## config.mk

```make
export PLATFORM = sky130hd
export DESIGN_NAME = pipe_root_reg_flat
export DESIGN_NICKNAME = d
export VERILOG_FILES = /design/src/rtl/pipe_root_reg_if.sv /design/src/rtl/pipe_root_reg.sv /design/src/flat_wrapper.sv
export SDC_FILE = /design/constraint.sdc
export NUM_CORES = 1
export LEC_CHECK = 0
export BUFFER_PORTS_ARGS = -buffer_cell sky130_fd_sc_hd__buf_2
export CAP_MARGIN = 20
export CORE_ASPECT_RATIO = 0.75
export CORE_MARGIN = 2
export CORE_UTILIZATION = 62
export CTS_BUF_LIST = sky130_fd_sc_hd__clkbuf_4
export DETAILED_ROUTE_END_ITERATION = 7
export PLACE_DENSITY = 0.95
export RECOVER_POWER = 100
export SETUP_SLACK_MARGIN = 0.05
export SLEW_MARGIN = 20
export SYNTH_ARGS = -nofsm -noshare
export SYNTH_HDL_FRONTEND = slang
export SYNTH_SLANG_ARGS = --single-unit
```

## constraint.sdc

```tcl
create_clock -name clock -period 4.2 [get_ports clock]
set_input_delay 0.42 -clock clock [delete_from_list [all_inputs] [get_ports clock]]
set_output_delay 0.42 -clock clock [all_outputs]
set_load 0.01 [all_outputs]
```

## src/rtl/pipe_root_reg_if.sv

```systemverilog
// pipe_root_reg_if -- handshake bundle for the pipe_root_reg pipeline.
//
// Handshake rule, both ends: a word moves only on a rising clock edge where
// valid and ready are both high. valid must not depend on ready. ready may
// depend combinationally on valid.
//
// Signals:
//   in_valid / in_ready / in_data   upstream side (word entering stage 0)
//   out_valid / out_ready / out_data downstream side (word leaving last stage)
//   occupancy                        number of stages holding a valid word
//
// Modports:
//   master : environment side (drives in_*, out_ready)
//   slave  : pipeline side (drives in_ready, out_*, occupancy)
interface pipe_root_reg_if #(
  parameter int WIDTH = 8,
  parameter int DEPTH = 4
);
  localparam int OCC_W = $clog2(DEPTH + 1);

  logic             in_valid;
  logic             in_ready;
  logic [WIDTH-1:0] in_data;
  logic             out_valid;
  logic             out_ready;
  logic [WIDTH-1:0] out_data;
  logic [OCC_W-1:0] occupancy;

  modport master (
    output in_valid, in_data, out_ready,
    input  in_ready, out_valid, out_data, occupancy
  );

  modport slave (
    input  in_valid, in_data, out_ready,
    output in_ready, out_valid, out_data, occupancy
  );
endinterface

```

## src/rtl/pipe_root_reg.sv

```systemverilog
// pipe_root_reg -- DEPTH-stage valid/ready register pipeline with bubble
// compression, synchronous reset, flush and data preset.
//
// Ports:
//   clock  : sole clock, all state updates on its rising edge
//   reset  : synchronous active-high reset (highest priority)
//   flush  : synchronous discard of every in-flight word
//   set    : synchronous load of SET_VALUE into every stage's data word,
//            valid bits untouched
//   bus    : pipe_root_reg_if slave modport (in_*, out_*, occupancy)
//
// Priority: reset > flush > set > normal pipeline movement. While any of the
// three control inputs is high, in_ready and out_valid are forced low so no
// handshake can complete in that cycle.
module pipe_root_reg #(
  parameter int               WIDTH       = 8,
  parameter int               DEPTH       = 4,
  parameter logic [WIDTH-1:0] RESET_VALUE = WIDTH'(1),
  parameter logic [WIDTH-1:0] SET_VALUE   = ~WIDTH'(1)
) (
  input logic             clock,
  input logic             reset,
  input logic             set,
  input logic             flush,
  pipe_root_reg_if.slave  bus
);
  localparam int OCC_W = $clog2(DEPTH + 1);

  logic [DEPTH-1:0] valid_q;
  logic [WIDTH-1:0] data_q [DEPTH];
  logic [OCC_W-1:0] occ_q;
  logic [DEPTH-1:0] stage_ready;
  logic             hold;
  logic             in_fire;
  logic             out_fire;

  assign hold = reset | flush | set;

  // Stage k is ready when it or any stage downstream of it is empty, or
  // when out_ready is high. Walking from the last stage back with a running
  // OR gives that without a self-referencing vector.
  always_comb begin
    logic r;
    r           = bus.out_ready;
    stage_ready = '0;
    for (int k = DEPTH - 1; k >= 0; k--) begin
      r              = r | ~valid_q[k];
      stage_ready[k] = r;
    end
  end

  assign bus.in_ready  = stage_ready[0] & ~hold;
  assign bus.out_valid = valid_q[DEPTH-1] & ~hold;
  assign bus.out_data  = data_q[DEPTH-1];
  assign bus.occupancy = occ_q;

  assign in_fire  = bus.in_valid & bus.in_ready;
  assign out_fire = bus.out_valid & bus.out_ready;

  always_ff @(posedge clock) begin
    if (reset || flush) begin
      // Reset and flush leave the pipeline in the same empty state.
      valid_q <= '0;
      for (int k = 0; k < DEPTH; k++) data_q[k] <= RESET_VALUE;
      occ_q <= '0;
    end else if (set) begin
      for (int k = 0; k < DEPTH; k++) data_q[k] <= SET_VALUE;
    end else begin
      // A ready stage copies its upstream neighbour, bubbles included, so
      // data moves even when the valid bit being copied is clear.
      if (stage_ready[0]) begin
        valid_q[0] <= bus.in_valid;
        data_q[0]  <= bus.in_data;
      end
      for (int k = 1; k < DEPTH; k++) begin
        if (stage_ready[k]) begin
          valid_q[k] <= valid_q[k-1];
          data_q[k]  <= data_q[k-1];
        end
      end
      if (in_fire && !out_fire) begin
        occ_q <= occ_q + OCC_W'(1);
      end else if (out_fire && !in_fire) begin
        occ_q <= occ_q - OCC_W'(1);
      end
    end
  end
endmodule
```

## src/flat_wrapper.sv

```systemverilog
// flat-port wrapper written by rule: the top's interface ports become plain ports
module pipe_root_reg_flat 
#(
  parameter int               WIDTH       = 8,
  parameter int               DEPTH       = 4,
  parameter logic [WIDTH-1:0] RESET_VALUE = WIDTH'(1),
  parameter logic [WIDTH-1:0] SET_VALUE   = ~WIDTH'(1)
)
  (clock, reset, set, flush, bus_in_valid, bus_in_data, bus_out_ready, bus_in_ready, bus_out_valid, bus_out_data, bus_occupancy);
  pipe_root_reg_if #(.WIDTH(WIDTH), .DEPTH(DEPTH)) bus_i ();
  input logic clock;
  input logic reset;
  input logic set;
  input logic flush;
  input wire logic [$bits(bus_i.in_valid)-1:0] bus_in_valid;
  input wire logic [$bits(bus_i.in_data)-1:0] bus_in_data;
  input wire logic [$bits(bus_i.out_ready)-1:0] bus_out_ready;
  output wire logic [$bits(bus_i.in_ready)-1:0] bus_in_ready;
  output wire logic [$bits(bus_i.out_valid)-1:0] bus_out_valid;
  output wire logic [$bits(bus_i.out_data)-1:0] bus_out_data;
  output wire logic [$bits(bus_i.occupancy)-1:0] bus_occupancy;
  assign bus_i.in_valid = bus_in_valid;
  assign bus_i.in_data = bus_in_data;
  assign bus_i.out_ready = bus_out_ready;
  assign bus_in_ready = bus_i.in_ready;
  assign bus_out_valid = bus_i.out_valid;
  assign bus_out_data = bus_i.out_data;
  assign bus_occupancy = bus_i.occupancy;
  pipe_root_reg #(.WIDTH(WIDTH), .DEPTH(DEPTH), .RESET_VALUE(RESET_VALUE), .SET_VALUE(SET_VALUE)) u_core (.clock(clock), .reset(reset), .set(set), .flush(flush), .bus(bus_i));
endmodule
```

==> results.tsv <==
stage	metric	value	unit
status	outcome	finished clean	
logic_synthesis	synth_nets	164	
grt	track_usage	21.3	%
drt	route.detailed.drc	0	
cells_and_area	final_nets	190	
timing	period_share	68.9	%
placement	gp_congestion	0.782	
setup_path	r2r_end	u_core.bus.occupancy[2]	
timing	max_slew_margin	35.5	%
cells_and_area	fin_area	1810	um^2
drt	drtPass1Iterations	4	
placement	place_area	1800	um^2
clock_tree	clock_path_buffers	2	
floorplan	core.rowCount	16	
setup_path	r2r_start	u_core.valid_q[3]	
drt	drt_iter0_drc	31	
clock_tree	cts_sinks	39	
power_and_ir_drop	seqPwrFrac	65.2	%
clock_tree	post_cts_buffers	0	
grt	grt_pass1_wl	5030	um
power_and_ir_drop	clkPwrFrac	28.1	%
hold_path	hp-class	in -> reg	
grt	grt_max_degree	23	
power_and_ir_drop	ir_worst_vdd	246	uV
setup_path	ff2ff_path_depth	9	
floorplan	io_pins	27	
power_and_ir_drop	power_frac_comb	6.7	%
drt	post_drt_wl_per_cell	13.3	um
drt	vias	1148	
grt	grt_pass1_vias	1105	
power_and_ir_drop	power.density	361	nW/um^2
cells_and_area	areaGrowthSynthToFinish	8.16	%
hold_path	whs_endpoint	u_core.data_q[2][0]	
timing	setup_violations	0	
power_and_ir_drop	switching_share	22.5	%
placement	hpwlAfterDp	2030	um
logic_synthesis	yosysWarningCount	0	
timing	rsz0062_at_grt	false	
floorplan	die_h	49.0	um
timing	tns	0	ns
timing	skew	0.00449	ns
job	max-cap-violations	0	
floorplan	core	2580	um^2
clock_tree	cts-root-buf	clkbuf_4	
setup_path	critPathSlowestCell	clkbuf_1	
logic_synthesis	avgSynthCellArea	11.3	um^2
clock_tree	cts_resized	0	
setup_path	required	4.49	ns
setup_path	crit_chain	clkbuf_1 -> inv_1 -> and3_1 -> nand2_1 -> ha_1 -> inv_1 -> fa_1 -> xor2_1 -> or4_4 -> a21oi_1	
setup_path	crit_path_max_fanout	19	
setup_path	end_kind	register	
timing	worst_pin_slew	0.964	ns
grt	grt_antenna_before_repair	0	
hold_path	min-delay-start	reset	
clock_tree	cts_tree	yes	
timing	slew_viol_final	0	
clock_tree	htree_levels	2	
logic_synthesis	yosys-top-cells-area	edfxtp_1 43%, dfxtp_1 18%, nand2_1 5.2%, nor2_1 4.3%, a21o_1 3.6%	
grt	gr-total-overflow	0	
drt	vias_per_cell	5.44	
logic_synthesis	synth_top_area_share	43.1	%
logic_synthesis	syn_inst	148	
logic_synthesis	ys_seq_area_share	61.1	%
cells_and_area	drive_above_1_share	12.6	%
setup_path	slowest_delay	0.52	ns
placement	numPortBuffers	26	
power_and_ir_drop	power.switching	0.147	mW
clock_tree	cts_made_buffers	5	
clock_tree	clkLatencyLatePin	0.35	ns
floorplan	die-area	3130	um^2
drt	ant_nets	0	
setup_path	regToRegSetupSlack	1.69	ns
cells_and_area	num-fill-cells	199	
clock_tree	cts.reportedPaths.clkPinSlew	0.11	ns
power_and_ir_drop	internal-power	0.506	mW
setup_path	start_kind	primary input	
power_and_ir_drop	p_leak	0.752	nW
timing	period_minus_slack	2.90	ns
drt	wirelength	2800	um
floorplan	start_util	64.7	%
clock_tree	cts_hold_buf	0	
floorplan	fp.dieW	64.0	um
logic_synthesis	synth_largest_area_cell	edfxtp_1	
setup_path	crit_top_cell	inv_1	
timing	max_freq	345	MHz
hold_path	holdPathStages	3	
setup_path	critPathArrivalTime	3.18	ns
timing	hold_violations	0	
logic_synthesis	ys_ff_latch	39	
cells_and_area	diodes	0	
setup_path	critical_path_class	in -> reg	
logic_synthesis	syn_area	1670	um^2
logic_synthesis	synth_cell_types	35	
## routing by layer
metal / vias to the layer above / part of all wire (%) / global-route usage, %
met5: - / 0 / 0
met4: 0 / 1.4 / 9.78
met3: 4 / 6.5 / 6.24
met2: 40 / 48 / 34.2
met1: 528 / 44 / 26.7
li1: 576 / - / -
## power by group through the flow
stage                     logic, mW  clock network, mW  registers [mW]
after floorplan              0.0321                  0           0.435
after global placement       0.0437                  0           0.434
after detailed placement     0.0460                  0           0.435
after CTS                    0.0463              0.184           0.426
after global routing         0.0496              0.204           0.428
final                        0.0436              0.184           0.426
## metrics by stage
stage / hold WS (ns) / instances / setup WS (ns) / power [mW] / util, %
after detailed placement: 0.480 / 203 / 1.53 / 0.481 / 69.7
after floorplan: 0.446 / 148 / 1.82 / 0.467 / -
after global routing: 0.317 / 211 / 1.03 / 0.681 / 70.0
after CTS: 0.302 / 211 / 1.76 / 0.656 / 71.8
final: 0.303 / 211 / 1.30 / 0.653 / 70.0
after global placement: 0.469 / 203 / 1.64 / 0.478 / 69.7
## flip-flops by register name (all words and copies together), names as in the netlist
signal / cells
u_core.data_q: 32
u_core.valid_q: 4
u_core.bus.occupancy: 3
## worst max-delay path: cells and delay by family
| kind | cells | cell delay (ns) |
|---|---|---|
| buf+inv | 3 | 1.05 |
| simple gates | 3 | 0.82 |
| xor+xnor | 1 | 0.17 |
| fa+ha+maj | 2 | 0.56 |
| compound gates | 1 | 0.16 |
## cells by family after synthesis
kind of cell | synth area share [%]
and+or+nand+nor | 15.7
buffers and inverters | 3.67
muxes | 0.599
AOI/OAI and AO/OA | 15.9
adders and majority gates | 1.95
DFF | 61.1
xor gates and xnor gates | 1.05
## cell type report
| class | count | area, um^2 | area share (%) |
|---|---|---|---|
| well taps | 36 | 45.0 | 2.49 |
| inverters | 4 | 15.0 | 0.830 |
| repair buffers | 26 | 113 | 6.23 |
| clock buffers | 6 | 45.0 | 2.49 |
| flip-flops and latches | 39 | 1020 | 56.5 |
| multi-input cells | 98 | 562 | 31.1 |
| clock inverters | 2 | 7.51 | 0.415 |
## cells in the final DEF, fill, tap and decap left out, types with 7 or more instances in the layout
cell type   n
clkbuf_1   14
nand2_1    23
a31oi_1     7
dfxtp_1    15
o21ai_0     7
a21o_1      8
edfxtp_1   24
buf_2      12
o21a_1      7
nor2_1     20
## how the worst max path moves through the flow
stage / slack, ns / from / end / depth (start not counted)
2_1_floorplan: 1.82 / flush / u_core.bus.occupancy[2] / 9
3_3_place_gp: 1.64 / set / u_core.bus.occupancy[2] / 10
3_5_place_dp: 1.53 / set / u_core.bus.occupancy[2] / 10
4_1_cts: 1.76 / u_core.valid_q[3] / u_core.bus.occupancy[2] / 9
5_1_grt: 1.03 / set / u_core.bus.occupancy[2] / 10
6_report: 1.30 / set / u_core.bus.occupancy[2] / 10
## synthesized netlist by cell type (all sizes together)
| master | instances |
|---|---|
| edfxtp | 24 |
| nand2 | 23 |
| nor2 | 21 |
| dfxtp | 15 |
| a21o | 8 |
| a21oi | 7 |
| a31oi | 7 |
| o21a | 7 |
| o21ai | 7 |
| buf | 5 |
| inv | 4 |
| nor3 | 3 |
| clkbuf | 2 |
| a31o | 1 |
| and2 | 1 |
| and3 | 1 |
| and3b | 1 |
| and4b | 1 |
| fa | 1 |
| ha | 1 |
| mux2i | 1 |
| nand3b | 1 |
| nor2b | 1 |
| o31ai | 1 |
| or2 | 1 |
| or4 | 1 |
| xnor2 | 1 |
| xor2 | 1 |
Note: power is estimated with default switching activity, not from simulation.
